==> config.mk <==
export PLATFORM = sky130hd
export DESIGN_NAME = echo_cancel_sequencer
export DESIGN_NICKNAME = d
export VERILOG_FILES = /design/src/rtl/ec_pkg.sv /design/src/rtl/ec_stage_watchdog.sv /design/src/rtl/echo_cancel_sequencer.sv
export SDC_FILE = /design/constraint.sdc
export NUM_CORES = 1
export LEC_CHECK = 0
export ABC_AREA = 1
export BUFFER_PORTS_ARGS = -buffer_cell sky130_fd_sc_hd__buf_2
export CORE_ASPECT_RATIO = 1.4
export CORE_MARGIN = 8
export CORE_UTILIZATION = 40
export DETAILED_ROUTE_END_ITERATION = 10
export HOLD_SLACK_MARGIN = 0.02
export PLACE_DENSITY = 0.73
export SETUP_SLACK_MARGIN = 0.02
export SLEW_MARGIN = 40
export SYNTH_ARGS = -nofsm -noshare
export SYNTH_HDL_FRONTEND = slang
export SYNTH_SLANG_ARGS = --single-unit
==> constraint.sdc <==
create_clock -name clk_operation -period 2.6 [get_ports clk_operation]
set_input_delay 0.52 -clock clk_operation [delete_from_list [all_inputs] [get_ports clk_operation]]
set_output_delay 0.52 -clock clk_operation [all_outputs]
set_load 0.02 [all_outputs]
==> src/rtl/ec_pkg.sv <==
// Shared types and constants for the echo-cancellation sequencer and its helpers.
package ec_pkg;

  localparam int DW_DEFAULT    = 64;
  localparam int CNT_W_DEFAULT = 13;

  typedef enum logic [2:0] {
    ST_IDLE   = 3'd0,
    ST_CONV   = 3'd1,
    ST_ADAPT  = 3'd2,
    ST_CANCEL = 3'd3,
    ST_OUT    = 3'd4
  } ec_state_e;

  // IEEE-754 double encodings of the default step parameters.
  localparam logic [63:0] GAMMA_DEFAULT = 64'h3FD0_0000_0000_0000; // 0.25
  localparam logic [63:0] MU_DEFAULT    = 64'h3FF0_0000_0000_0000; // 1.0

  function automatic logic is_wait_state(input ec_state_e s);
    return (s == ST_CONV) || (s == ST_ADAPT) || (s == ST_CANCEL);
  endfunction

endpackage

==> src/rtl/ec_stage_watchdog.sv <==
// Per-stage cycle counter: cleared on every state entry, flags expiry once the
// stage has spent LIMIT cycles waiting for its ready.
module ec_stage_watchdog #(
  parameter int LIMIT = 1023
) (
  input  logic clk_operation,
  input  logic rst,
  input  logic clear,
  input  logic tick,
  output logic expire
);

  localparam int CW = $clog2(LIMIT + 1);

  logic [CW-1:0] count;

  always_ff @(posedge clk_operation or negedge rst) begin
    if (!rst) begin
      count <= '0;
    end else if (clear) begin
      count <= '0;
    end else if (tick && (count != CW'(LIMIT))) begin
      count <= count + 1'b1;
    end
  end

  // Expiry is the LIMIT-th waiting cycle; the FSM leaves at its closing edge.
  assign expire = tick && (count == CW'(LIMIT - 1));

endmodule

==> src/rtl/echo_cancel_sequencer.sv <==
// Handshake-driven sequencer for the echo-cancellation datapath: convert, adapt
// (training only), cancel, then hand the selected 64-bit result to the output converter.
module echo_cancel_sequencer
  import ec_pkg::*;
#(
  parameter int CNT_W         = CNT_W_DEFAULT,
  parameter int TRAIN_SAMPLES = 400,
  parameter int TIMEOUT_CYC   = 1023,
  parameter int ITER_W        = 32,
  parameter int DW            = DW_DEFAULT
) (
  input  logic              clk_operation,
  input  logic              rst,
  input  logic              enable,
  input  logic [CNT_W-1:0]  sampling_cycle_counter,
  input  logic              retrain,
  input  logic              freeze,
  output logic              conv_start,
  input  logic              conv_ready,
  output logic              adapt_start,
  input  logic              adapt_ready,
  output logic              cancel_start,
  input  logic              cancel_ready,
  input  logic [DW-1:0]     e_in,
  input  logic [DW-1:0]     clean_in,
  output logic              out_start,
  output logic [DW-1:0]     out_data,
  output logic              training,
  output logic [ITER_W-1:0] iteration,
  output logic              timeout_err,
  output logic              overrun_err,
  output logic              busy
);

  localparam int TW = $clog2(TRAIN_SAMPLES + 1);
  localparam logic [TW-1:0] TRAIN_INIT = TW'(TRAIN_SAMPLES);

  ec_state_e     state_q, state_d;
  logic [TW-1:0] train_cnt;
  logic          adapted;
  logic          frame_start;
  logic          wd_expire;
  logic          wd_clear;
  logic          conv_start_d, adapt_start_d, cancel_start_d, out_start_d;
  logic          adapt_done, capture_clean, timeout_d;

  assign frame_start = (sampling_cycle_counter == '0);
  assign busy        = (state_q != ST_IDLE);
  assign wd_clear    = (state_d != state_q);

  ec_stage_watchdog #(.LIMIT(TIMEOUT_CYC)) u_watchdog (
    .clk_operation (clk_operation),
    .rst           (rst),
    .clear         (wd_clear),
    .tick          (is_wait_state(state_q)),
    .expire        (wd_expire)
  );

  // Handshake: each *_start is high for exactly the first cycle of its wait
  // state; the matching *_ready is honoured only from the following cycle,
  // so a ready left high by the previous pass cannot complete a new one.
  always_comb begin
    state_d        = state_q;
    conv_start_d   = 1'b0;
    adapt_start_d  = 1'b0;
    cancel_start_d = 1'b0;
    out_start_d    = 1'b0;
    adapt_done     = 1'b0;
    capture_clean  = 1'b0;
    timeout_d      = 1'b0;
    unique case (state_q)
      ST_IDLE: begin
        if (enable && frame_start) begin
          state_d      = ST_CONV;
          conv_start_d = 1'b1;
        end
      end
      ST_CONV: begin
        if (conv_ready && !conv_start) begin
          if (training && !freeze) begin
            state_d       = ST_ADAPT;
            adapt_start_d = 1'b1;
          end else begin
            state_d        = ST_CANCEL;
            cancel_start_d = 1'b1;
          end
        end else if (wd_expire) begin
          state_d   = ST_IDLE;
          timeout_d = 1'b1;
        end
      end
      ST_ADAPT: begin
        if (adapt_ready && !adapt_start) begin
          adapt_done     = 1'b1;
          state_d        = ST_CANCEL;
          cancel_start_d = 1'b1;
        end else if (wd_expire) begin
          state_d   = ST_IDLE;
          timeout_d = 1'b1;
        end
      end
      ST_CANCEL: begin
        if (cancel_ready && !cancel_start) begin
          capture_clean = !training;
          state_d       = ST_OUT;
          out_start_d   = 1'b1;
        end else if (wd_expire) begin
          state_d   = ST_IDLE;
          timeout_d = 1'b1;
        end
      end
      ST_OUT: begin
        state_d = ST_IDLE;
      end
      default: begin
        state_d = ST_IDLE;
      end
    endcase
  end

  always_ff @(posedge clk_operation or negedge rst) begin
    if (!rst) begin
      state_q      <= ST_IDLE;
      conv_start   <= 1'b0;
      adapt_start  <= 1'b0;
      cancel_start <= 1'b0;
      out_start    <= 1'b0;
      out_data     <= '0;
      training     <= 1'b1;
      iteration    <= '0;
      timeout_err  <= 1'b0;
      overrun_err  <= 1'b0;
      train_cnt    <= TRAIN_INIT;
      adapted      <= 1'b0;
    end else begin
      state_q      <= state_d;
      conv_start   <= conv_start_d;
      adapt_start  <= adapt_start_d;
      cancel_start <= cancel_start_d;
      out_start    <= out_start_d;

      if (timeout_d) timeout_err <= 1'b1;
      if (frame_start && (state_q != ST_IDLE)) overrun_err <= 1'b1;

      // Remembers whether this pass adapted, so frozen passes do not count as training.
      if (conv_start_d)       adapted <= 1'b0;
      else if (adapt_start_d) adapted <= 1'b1;

      if (adapt_done) begin
        out_data <= e_in;
        if (iteration != '1) iteration <= iteration + 1'b1;
      end
      if (capture_clean) out_data <= clean_in;

      if (retrain) begin
        training  <= 1'b1;
        train_cnt <= TRAIN_INIT;
      end else if ((state_q == ST_OUT) && training && adapted) begin
        train_cnt <= train_cnt - 1'b1;
        if (train_cnt == TW'(1)) training <= 1'b0;
      end
    end
  end

endmodule

==> impl_metrics.yaml <==
status:
  status: "finished, final reports clean"
route:
  drc: 0
  viasPerCell: 5.02
  final_antenna_net_count: 0
  drt-initial-drc-count: 452
  wire_per_inst_microns: 15.7
  finalWirelength_microns: 20600
  drt_pre_antenna_iters: 5
  dr_total_vias: 6600
global_route:
  first_global_vias: 6773
  grt_pass1_wl_microns: 33000
  grt.total_usage: 0.202
  antenna_found_initial: 0
  grt_max_degree: 127
  grt-ovfl-total: 0
placed_design:
  dp_cells: 1283
  gp_congestion: 0.918
  dp_slack_ns: 0.639
  numPortBuffers: 252
  dp_hpwl_microns: 15400
clocking:
  cts_tree: "done"
  htreeDepth: 4
  clkLatencyLatePin_ns: 0.42
  cts_buffers: 17
  clock_sinks: 126
  ctsLongestPathBuffers: 2
  cts_resized: 0
  path_clk_slew_ns: 0.06
  post_cts_buffers: 0
  cts_root_buffer: "clkbuf_16"
  ctsHoldBuffers: 0
sta:
  period_minus_slack_ns: 2.02
  tns_ns: 0
  grt_setup_unrepaired: "no"
  drv_slew: 0
  skew_ns: 0.0101
  period_share: 0.778
  fmax_mhz: 494
  slew_headroom: 0.530
  finalSetupViolCount: 0
  hold_violations: 0
  hold_ws_ns: 0.187
  finalWorstSetupSlack_ns: 0.576
  tightest_slew_ns: 0.706
floorplanning:
  row_count: 55
  dieWidth_microns: 124
  dieArea_sq_mm: 0.0207
  core-area_sq_mm: 0.0160
  io_pins: 253
  die_h_microns: 167
  floorplan.initialDensity: 0.406
critical_path:
  critPathArrivalTime_ns: 1.50
  critical_path_buf_inv_count: 3
  r2r_slack_ns: 0.62
  crit_family: "flip-flops"
  worst_r2r_endpoint: "iteration[9]"
  reg2reg_from: "iteration[1]"
  crit_chain: "inv_1, nand2_1, nor2_1, inv_1, buf_2"
  cp_max_fo: 7
  worst_path_max_delay_cell: "dfrtp_1"
  startpoint_type: "flip-flop"
  rr_worst_depth: 10
  required_ns: 2.08
  cpMostUsedCell: "inv_1"
  critPathKind: "flip-flop to output pin"
  end_kind: "output pin"
  slowest_delay_ns: 0.45
synthesis:
  yosysWarningCount: 0
  synthCells: 858
  ys_types: 31
  ys_ff_latch: 126
  synth_top_area_frac: 0.468
  syn_area_sq_mm: 0.00652
  syn_area_per_cell_sq_um: 7.60
  yosys.area.top_type: "dfrtp_1"
  syn_nets: 1012
  synthTopCellsByArea: "dfrtp_1 47%, nand2_1 16%, nand3_1 12%"
  ys_seq_area_frac: 0.485
finish:
  drive_above_1_share: 0.281
  finalNonFillerCells: 1315
  area_growth_pct: 31.3
  num_antenna_cells: 0
  num-nets-final: 1257
  fillers: 1566
pwr:
  p_per_area_mw_per_mm2: 804
  ir_worst_vdd_mv: 0.468
  p_int_mw: 4.47
  power_frac_seq: 0.387
  combPwrFrac: 0.254
  p_sw_frac: 0.350
  power_switching_mw: 2.41
  clock_power_share: 0.358
  p_leak_nw: 4.56
  power_mw: 6.89
flow_run:
  drv_cap: 0
hold_path:
  hp-class: "input port to async pin"
## per-layer routing
| metal | vias up | track usage | wire length, microns |
|---|---|---|---|
| met5 | - | 0 | 0 |
| met4 | 0 | 0.0888 | 588 |
| met3 | 38 | 0.0721 | 1910 |
| met2 | 282 | 0.340 | 10300 |
| met1 | 3012 | 0.221 | 7780 |
| li1 | 3268 | - | - |
## kinds of logic (layout without fill, tap and decap cells)
kind of cell,count (synthesis),after routing,share of synthesized area
simple gates,547,547,0.367
compound gates,49,49,0.0397
flops,126,126,0.485
buf+inv,109,367,0.0695
fa+ha+maj,5,5,0.00960
xor+xnor,22,22,0.0296
## power by group through the flow
stage | registers (mW) | clock network, mW | logic (mW)
2_1_floorplan | 3.09 | 0 | 0.579
3_3_place_gp | 2.68 | 0 | 1.74
3_5_place_dp | 2.69 | 0 | 1.77
6_report | 2.67 | 2.47 | 1.75
4_1_cts | 2.66 | 2.52 | 1.77
5_1_grt | 2.72 | 2.59 | 1.94
## cells in the mapped netlist, drive strengths merged
cell	n
buf	28
nand2	271
nor4	1
dfstp	4
nor2	69
nand3b	4
a31o	2
a21oi	7
clkbuf	5
o211ai	1
xor2	19
nand3	157
nand4	14
and3b	1
or2	4
o21ai	39
ha	5
dfrtp	122
inv	76
xnor2	3
nor3	26
## per-stage QoR
step	instance area (sq um)	util
finish	8560	0.534
floorplan	6520	-
global placement	7950	0.496
global route	8560	0.534
CTS	8560	0.534
detailed placement	7950	0.496
## worst max path at each step
stage                                   start             endpoint  slack, ns  depth (start not counted)
floorplan                        iteration[1]         iteration[7]       0.84                         10
global route                     iteration[1]        iteration[10]       0.44                         10
detailed placement  sampling_cycle_counter[1]  u_watchdog.count[4]       0.64                          7
global placement                 iteration[1]        iteration[10]       0.71                         10
CTS                                state_q[0]                 busy       0.55                          5
finish                             state_q[0]                 busy       0.58                          5
## layout by cell type, fill, tap and decap left out, types with 4 or more instances in the layout
| cell type | Yosys | layout |
|---|---|---|
| a21oi_1 | 6 | 6 |
| buf_4 | 0 | 6 |
| or2_2 | 4 | 4 |
| nor3_1 | 23 | 23 |
| nand3_1 | 156 | 156 |
| inv_1 | 74 | 73 |
| nand2_1 | 270 | 269 |
| dfrtp_1 | 122 | 122 |
| o21ai_0 | 38 | 38 |
| nor2_1 | 66 | 66 |
| ha_1 | 5 | 5 |
| buf_2 | 17 | 251 |
| xor2_1 | 19 | 19 |
| clkbuf_16 | 0 | 17 |
| dfstp_2 | 4 | 4 |
| clkinv_4 | 0 | 4 |
| nand3b_1 | 4 | 4 |
| nand4_1 | 14 | 14 |
| clkinvlp_4 | 0 | 4 |
## worst register-to-register path: cells and delay by family, from the launching register on
family / cells / cell delay [ns]
AND/OR/NAND/NOR: 6 / 0.61
buffers and inverters: 2 / 0.49
flip-flops: 1 / 0.40
adder cells (fa/ha/maj): 1 / 0.23
AO/OA/AOI/OAI: 1 / 0.14
## area by class of cell
| class | count | area, sq um | area share |
|---|---|---|---|
| repair buffers | 259 | 1340 | 0.157 |
| clock inverters | 15 | 186 | 0.0218 |
| flip-flops and latches | 126 | 3160 | 0.369 |
| multi-input cells | 623 | 2910 | 0.340 |
| well taps | 199 | 249 | 0.0291 |
| inverters | 76 | 285 | 0.0333 |
| clock buffers | 17 | 425 | 0.0497 |
## sequential cells by signal, summed over array words and instances (netlist names), 3 cells and up
| signal | count |
|---|---|
| iteration | 32 |
| out_data | 64 |
| state_q | 3 |
| train_cnt | 9 |
| u_watchdog.count | 10 |
Power figures use the tool's default switching activity.
